## config.mk

```make
export PLATFORM = sky130hd
export DESIGN_NAME = input_pulse_meter
export DESIGN_NICKNAME = d
export VERILOG_FILES = /design/src/rtl/input_pulse_meter_pkg.sv /design/src/rtl/input_pulse_meter_sync.sv /design/src/rtl/input_pulse_meter.sv
export SDC_FILE = /design/constraint.sdc
export NUM_CORES = 1
export LEC_CHECK = 0
export CAP_MARGIN = 20
export CORE_UTILIZATION = 34
export DETAILED_ROUTE_END_ITERATION = 10
export PLACE_DENSITY = 0.61
export SYNTH_ARGS = -nofsm -noshare
export SYNTH_HDL_FRONTEND = slang
export SYNTH_SLANG_ARGS = --single-unit
```

## constraint.sdc

```tcl
create_clock -name Clock -period 3.38 [get_ports Clock]
set_clock_uncertainty 0.1 [all_clocks]
set_input_delay 0.338 -clock Clock [delete_from_list [all_inputs] [get_ports Clock]]
set_output_delay 0.338 -clock Clock [all_outputs]
set_load 0.01 [all_outputs]
```

## src/rtl/input_pulse_meter_pkg.sv

```systemverilog
`default_nettype none
//------------------------------------------------------------------------------
// Module   : input_pulse_meter_pkg
// Purpose  : Shared definitions for the pulse meter: FSM state encoding,
//            counter width and the saturation value of the length counter.
// Ports    : none (package)
// Revision : 1.0 - initial release
//------------------------------------------------------------------------------
package input_pulse_meter_pkg;

   localparam int CNT_W = 32;

   // All-ones is the saturation value of the length counter
   localparam logic [CNT_W-1:0] c_cnt_max  = '1;
   localparam logic [CNT_W-1:0] c_cnt_near = c_cnt_max - 1'b1;

   typedef enum logic [0:0] {
      IDLE = 1'b0,
      MEAS = 1'b1
   } state_t;

endpackage
`default_nettype wire

```

## src/rtl/input_pulse_meter_sync.sv

```systemverilog
`default_nettype none
//------------------------------------------------------------------------------
// Module   : input_sync
// Purpose  : Multi-flop synchronizer bringing an asynchronous level into the
//            Clock domain. Generic so other input blocks can reuse it.
// Ports    : Clock - rising-edge clock
//            Reset - asynchronous active-low reset, clears all stages
//            d     - asynchronous input
//            q     - synchronized output (last stage)
// Revision : 1.0 - initial release
//------------------------------------------------------------------------------
module input_sync #(
   parameter int STAGES = 2
) (
   input  logic Clock,
   input  logic Reset,
   input  logic d,
   output logic q
);

   logic [STAGES-1:0] r_sync;

   always_ff @(posedge Clock or negedge Reset) begin
      if (!Reset) begin
         r_sync <= '0;
      end else begin
         r_sync <= {r_sync[STAGES-2:0], d};
      end
   end

   assign q = r_sync[STAGES-1];

endmodule
`default_nettype wire

```

## src/rtl/input_pulse_meter.sv

```systemverilog
`default_nettype none
//------------------------------------------------------------------------------
// Module   : input_pulse_meter
// Purpose  : Measures the high-time of an asynchronous pulse in Clock cycles.
//            Pulses shorter than MIN_LEN are rejected and flagged as glitches.
// Ports    : Clock    - rising-edge clock
//            Reset    - asynchronous active-low reset
//            in       - asynchronous pulse input, active-high
//            length   - high-time of the last accepted pulse
//            valid    - one-cycle strobe, length has just been updated
//            overflow - last accepted pulse saturated the counter
//            glitch   - one-cycle strobe, a too-short pulse was rejected
//            busy     - a pulse is currently being measured
// Revision : 1.0 - initial release
//------------------------------------------------------------------------------
module input_pulse_meter
   import input_pulse_meter_pkg::*;
#(
   parameter int          SYNC_STAGES = 2,
   parameter int unsigned MIN_LEN     = 1
) (
   input  logic             Clock,
   input  logic             Reset,
   input  logic             in,
   output logic [CNT_W-1:0] length,
   output logic             valid,
   output logic             overflow,
   output logic             glitch,
   output logic             busy
);

   localparam logic [CNT_W-1:0] c_min_len = CNT_W'(MIN_LEN);

   logic             w_s;
   logic             w_rise;
   logic             w_fall;
   logic             r_s_d;
   state_t           r_state;
   logic [CNT_W-1:0] r_count;
   logic             r_sat;
   logic [CNT_W-1:0] r_length;
   logic             r_overflow;
   logic             r_valid;
   logic             r_glitch;

   input_sync #(
      .STAGES (SYNC_STAGES)
   ) u_sync (
      .Clock (Clock),
      .Reset (Reset),
      .d     (in),
      .q     (w_s)
   );

   assign w_rise =  w_s & ~r_s_d;
   assign w_fall = ~w_s &  r_s_d;

   always_ff @(posedge Clock or negedge Reset) begin
      if (!Reset) begin
         r_s_d      <= 1'b0;
         r_state    <= IDLE;
         r_count    <= '0;
         r_sat      <= 1'b0;
         r_length   <= '0;
         r_overflow <= 1'b0;
         r_valid    <= 1'b0;
         r_glitch   <= 1'b0;
      end else begin
         r_s_d    <= w_s;
         r_valid  <= 1'b0;
         r_glitch <= 1'b0;
         case (r_state)
            IDLE: begin
               // The rise cycle itself is the first high cycle of the pulse
               if (w_rise) begin
                  r_count <= CNT_W'(1);
                  r_sat   <= 1'b0;
                  r_state <= MEAS;
               end
            end
            MEAS: begin
               if (w_s) begin
                  if (r_count != c_cnt_max) begin
                     r_count <= r_count + 1'b1;
                     if (r_count == c_cnt_near) begin
                        r_sat <= 1'b1;
                     end
                  end else begin
                     r_sat <= 1'b1;
                  end
               end else begin
                  // s low in MEAS is always a fall since s_d was high
                  if (w_fall) begin
                     if (r_count >= c_min_len) begin
                        r_length   <= r_count;
                        r_overflow <= r_sat;
                        r_valid    <= 1'b1;
                     end else begin
                        r_glitch   <= 1'b1;
                     end
                  end
                  r_state <= IDLE;
               end
            end
            default: r_state <= IDLE;
         endcase
      end
   end

   assign length   = r_length;
   assign valid    = r_valid;
   assign overflow = r_overflow;
   assign glitch   = r_glitch;
   assign busy     = (r_state == MEAS);

endmodule
`default_nettype wire

```

# Word-level counts from Yosys, hierarchy flattened
# Cells that the tools add are included.
[totals]
in_bits = 3
word_cells = 45
register_bits = 72
output_inout_bits = 36
[op_classes]
mux = 20
addsub = 1
eq_ne = 6
n_reduce_logical = 3
n_bitwise = 5
order_cmp = 1
[op_table]
columns = ["cell", "n"]
rows = [
  ["2-to-1 mux 32 bit", 3],
  ["one-hot mux 32 bit (2 select lines)", 1],
  ["adder 32 x 1 -> 32 bit (second input constant)", 1],
  ["equality test 32 bit (second input constant)", 1],
  [">= comparator 32 x 1 -> 1 bit (second input constant)", 1],
  ["!= test 32 bit (second input constant)", 1],
  ["2-to-1 mux 1 bit", 14],
  ["AND reduction 3 bit", 2],
  ["!= test 2 x 1 -> 1 bit (second input constant)", 2],
  ["one-hot mux 1 bit (2 select lines)", 2],
  ["AND reduction 4 bit", 1],
  ["!= test 3 x 2 -> 1 bit (second input constant)", 1],
  ["NOT 1 bit", 3],
  ["AND 1 bit", 2],
  ["!= test 2 bit (second input constant)", 1],
]

# Depth between registers and ports, before layout
[logic_depth]
depth_word = 5
ltp_mapped = 9
ltp_nobuf = 7

# Modules after synthesis
# From an unflattened synthesis, not the netlist that was laid out.
[unflattened]
cells_unflattened = 324
hier_area_um2 = 3603.5
[by_module_without_submodules]
columns = ["module", "instances", "cells_per_inst", "seq_area_each_um2", "area_per_inst_um2"]
rows = [
  ["input_pulse_meter", 1, 322, 1751.7, 3553.4],
  ["input_sync", 1, 2, 50.0, 50.0],
]

# Worst setup path before layout
# Ideal clock, no wire load.
[synth_path]
kind = "register to register"
startpoint = "register r_count[1]"
endpoint = "register r_length[10] (netlist: length[10])"
path_stages_with_launch = 10
synth_period_minus_slack_ns = 2.153
path_buffers = 2
arrival_time_ns = 1.928
setup_ns = 0.125
slack_ns = 1.227
required_time_ns = 3.155
cell_sequence = "dfrtp_1 inv_1 ha_1 nor4_1 nand4_1 nor3_1 nand4bb_1 buf_2 buf_4 mux2_2"
[synth_between]
elab_chain_len = 2
[synth_lines]
columns = ["element", "line_no", "text"]
rows = [
  ["from (decl)", "input_pulse_meter.sv:39", "logic [CNT_W-1:0] r_count;"],
  ["from (signal assigned)", "input_pulse_meter.sv:84", "r_count <= r_count + 1'b1;"],
  [">= comparator 32 x 1 -> 1 bit", "input_pulse_meter.sv:94", "if (r_count >= c_min_len) begin"],
  ["AND reduction 4 bit (no source line)", "-", ""],
  ["to (signal assigned)", "input_pulse_meter.sv:95", "r_length <= r_count;"],
  ["to (decl)", "input_pulse_meter.sv:41", "logic [CNT_W-1:0] r_length;"],
]
# No other way between the ends.
# A chain may end at the register's enable or synchronous reset.

# Worst setup path in the final report
[layout_path]
startpoint = "register r_count[1]"
endpoint = "register r_length[0] (netlist: length[0])"
# The elaborated chain is that of the path after synthesis.

==> impl_summary.md <==
Worst hold path
In this run the worst hold path is classified as primary input to asynchronous set/reset pin.

Route
The first detailed-routing pass took 4 iterations. After detailed routing, the average wire length per cell comes to 16.3 um. The detailed router's first-iteration violation count is 127.

The count of unresolved DRC violations after routing is 0. The aggregate routed wire length is 7.95 mm. Detailed routing inserted a total of 2,631 vias. Once detail routing completed, the nets flagged for antenna violations numbered 0. In the routed layout, each cell is associated on average with a via count of 5.38.

Timing
The worst slew margin relative to its limit is 39.0%. Setup repair after global routing left no endpoint under its margin. The count of endpoints failing setup in the final report is 0.

At the pin with the least slew margin, the transition time is 0.915 ns. The clock period minus worst slack is 2.60 ns. For this run, the top clock speed supported by timing is 0.385 GHz. After routing, the total negative slack on setup checks comes to 0 ns. The final critical path takes up 76.8% of the cycle. The count of final hold-check violations is 0. The max-slew violation count is 0.

Yosys
The count of distinct cell types in the synthesized netlist is 46. The top cell type's share of synthesized area is 51.1%. The synthesized design contains 72 register bits.

The mean post-synth cell area is 11.2 um^2. The number of enable flip-flop cells after synthesis is 0. Synthesis produced a netlist whose cell count is 315.

Sequential elements use 51.1% of the synthesized area. After synthesis, the most frequently instantiated cells are 72 x dfrtp_1, 33 x mux2_2, 25 x nand2_1, 16 x nand4_1, 14 x nor2_1. By area the synthesized netlist is led by dfrtp_1 51%, mux2_2 11%, nand4_1 2.8%. The mapped cell area is 3530 um^2.

The most frequent cell after synthesis is dfrtp_1. The synthesis warning total is 0. The share of synthesized registers carrying an async set or reset is 100%.

The cell type with the highest aggregate area in the netlist is dfrtp_1. The synthesized netlist net count is 322. The top flip-flop cell by instance count after synthesis is dfrtp_1.

Setup path
Of all nets on the critical path, the largest fanout is 20. By startpoint and endpoint, the worst setup path is classified as register to register. The data required time at the worst endpoint is 3.51 ns. The capturing element type of the critical path is a register.

The critical path arrival is 2.73 ns. The type of origin of the critical path is a register.

CTS
The root buffer cell is clkbuf_8. For this design, the CTS-stage hold fixing added 0 buffers. The clock reaches the later pin of the worst-skew pair after 0.34 ns. Clock tree synthesis inserted a total of 9 buffers. For this design, the sink count on the clock tree is 72. The number of levels the H-tree was split into is 3. After clock tree synthesis, the clock-pin slew on the worst setup and hold paths is 0.08 ns. No sink is reached through more buffers than the 2 on the longest clock path.

The post-CTS setup buffer count is 0. TritonCTS built the clock tree. The number of gates resized after CTS is 0.

Finish
The net count of the finished layout is 358. The layout has 963 filler cells. Cells fill 42.8% of the core in the end. In the final layout, the share of cells above drive strength 1 is 22.5%. The number of antenna diodes in the final layout is 0. Compared with the post-synthesis result, the final layout area differs by 20.2%. Excluding fillers, the count of instances in the completed layout stands at 489.

Die
The floorplan die area is 10,800 um^2. The region available for standard cell placement spans 9910 um^2. For this configuration, the core starts out at a cell density of 35.6%. From bottom edge to top edge, the die measures 104 um. The row count is 36. The overall die width is 104 um. The number of top-level design ports is 39.

Pwr
In this run the power density over the cells is 423 nW/um^2. The worst vdd rail ir drop is 0.188 mV. For this design the static power due to leakage is 0.00194 uW.

Global route
The wire length of the first global-routing pass is 13.7 mm. The via count of the first global-routing pass came to 2,638. The number of antenna violations at the first check in global routing is 0. The leftover overflow at the end of global routing is 0.

Entering global routing, the biggest net connects 73 pins. Across every metal layer, demand over resource in global routing totals 16.1%.

Placement
Once detailed placement completed, the half-perimeter wirelength came to 5.37 mm. In this run, placement finished with an instance count of 473. The final weighted congestion of routability-driven global placement is 0.811.

Buffers placed on the I/O ports in this run total 38.

Outcome
The run finished with clean final reports.

Run
Across the run, the number of max-cap violations was 0.
-- metrics by stage --
step / setup WS [ns] / power (uW) / hold slack (ns) / instance area (um^2)
finish: 0.783 / 1790 / 0.116 / 4240
CTS: 0.749 / 1820 / 0.149 / 4240
global route: 0.594 / 1870 / 0.185 / 4240
floorplan: 1.23 / 992 / -0.0576 / 3530
detailed placement: 0.750 / 1060 / 0.236 / 4020
global placement: 0.884 / 1060 / 0.233 / 4020
-- state kept, by name (all words and copies together), names as in the netlist --
register and cells:
glitch 1, r_count 32, r_s_d 1, busy 1, u_sync.r_sync 2, r_sat 1
length 32, overflow 1, valid 1
-- routing by layer --
layer | part of all wire [%] | up-vias | GRT usage [%]
met2 | 48 | 67 | 24.3
met3 | 4.7 | 4 | 3.59
met5 | 0 | - | 0
met4 | 0.72 | 0 | 5.92
met1 | 47 | 1317 | 22.5
li1 | - | 1243 | -
-- cell usage in the layout, fill, tap and decap left out, drive strengths merged --
| cell type | instances |
|---|---|
| dfrtp | 72 |
| a31oi | 2 |
| nor4b | 2 |
| and2 | 2 |
| nand3 | 11 |
| o211ai | 4 |
| clkinvlp | 1 |
| and3 | 9 |
| xnor2 | 7 |
| ha | 4 |
| o31ai | 1 |
| o21a | 2 |
| nand4 | 19 |
| clkdlybuf4s50 | 37 |
| mux2 | 33 |
| and4 | 9 |
| or3b | 1 |
| a211oi | 1 |
| nor3 | 7 |
| nor2 | 14 |
| o21ai | 11 |
| nor3b | 1 |
| nand2 | 25 |
| clkinv | 3 |
| a41o | 1 |
| nor4 | 11 |
| clkbuf | 9 |
| and4b | 1 |
| a21oi | 14 |
| or3 | 9 |
| bufinv | 2 |
| buf | 4 |
| mux2i | 6 |
| or4 | 4 |
| a31o | 2 |
| nand2b | 7 |
| nand4bb | 1 |
| inv | 7 |
-- cells by family after synthesis --
group / synth area share [%]
mux: 12.2
fa+ha+maj: 1.42
compound gates: 7.24
simple gates: 23.0
xor+xnor: 1.74
flops: 51.1
buf+inv: 3.26
-- critical path, stage by stage (launching register included) --
cell       delay, ns
dfrtp_1         0.43
inv_1           0.10
ha_1            0.18
nor4_1          0.29
nand4_1         0.15
nor3_1          0.17
nand4bb_2       0.46
buf_12          0.24
mux2_2          0.35
-- power breakdown --
part | leakage, uW | switching (uW) | internal [uW]
combinational | 0.000837 | 73.7 | 62.9
clock | 0.000110 | 331 | 417
sequential | 0.000991 | 24.8 | 883
total | 0.00194 | 430 | 1360
-- cell type report --
cell class | instances | area, um^2 | share of cell area, %
Multi-Input combinational cell | 221 | 1620 | 38.2
Timing Repair Buffer | 41 | 410 | 9.68
Clock inverter | 7 | 95.1 | 2.24
Sequential cell | 72 | 1800 | 42.5
Inverter | 6 | 22.5 | 0.531
Tap cell | 133 | 166 | 3.93
Clock buffer | 9 | 124 | 2.92
-- final timing paths --
check	from	endpoint	slack, ns	cells past startpoint
max	r_count[1]$_DFFE_PN0P_	length[0]$_DFFE_PN0P_	0.78	8
min	Reset	length[16]$_DFFE_PN0P_	0.12	2
max reg2reg	r_count[1]$_DFFE_PN0P_	length[0]$_DFFE_PN0P_	0.78	8
min reg2reg	u_sync.r_sync[0]$_DFF_PN0_	u_sync.r_sync[1]$_DFF_PN0_	0.25	0
max in group asynchronous	Reset	r_count[19]$_DFFE_PN0P_	2.48	2
min in group Clock	u_sync.r_sync[0]$_DFF_PN0_	u_sync.r_sync[1]$_DFF_PN0_	0.25	0
Power figures use the tool's default switching activity.
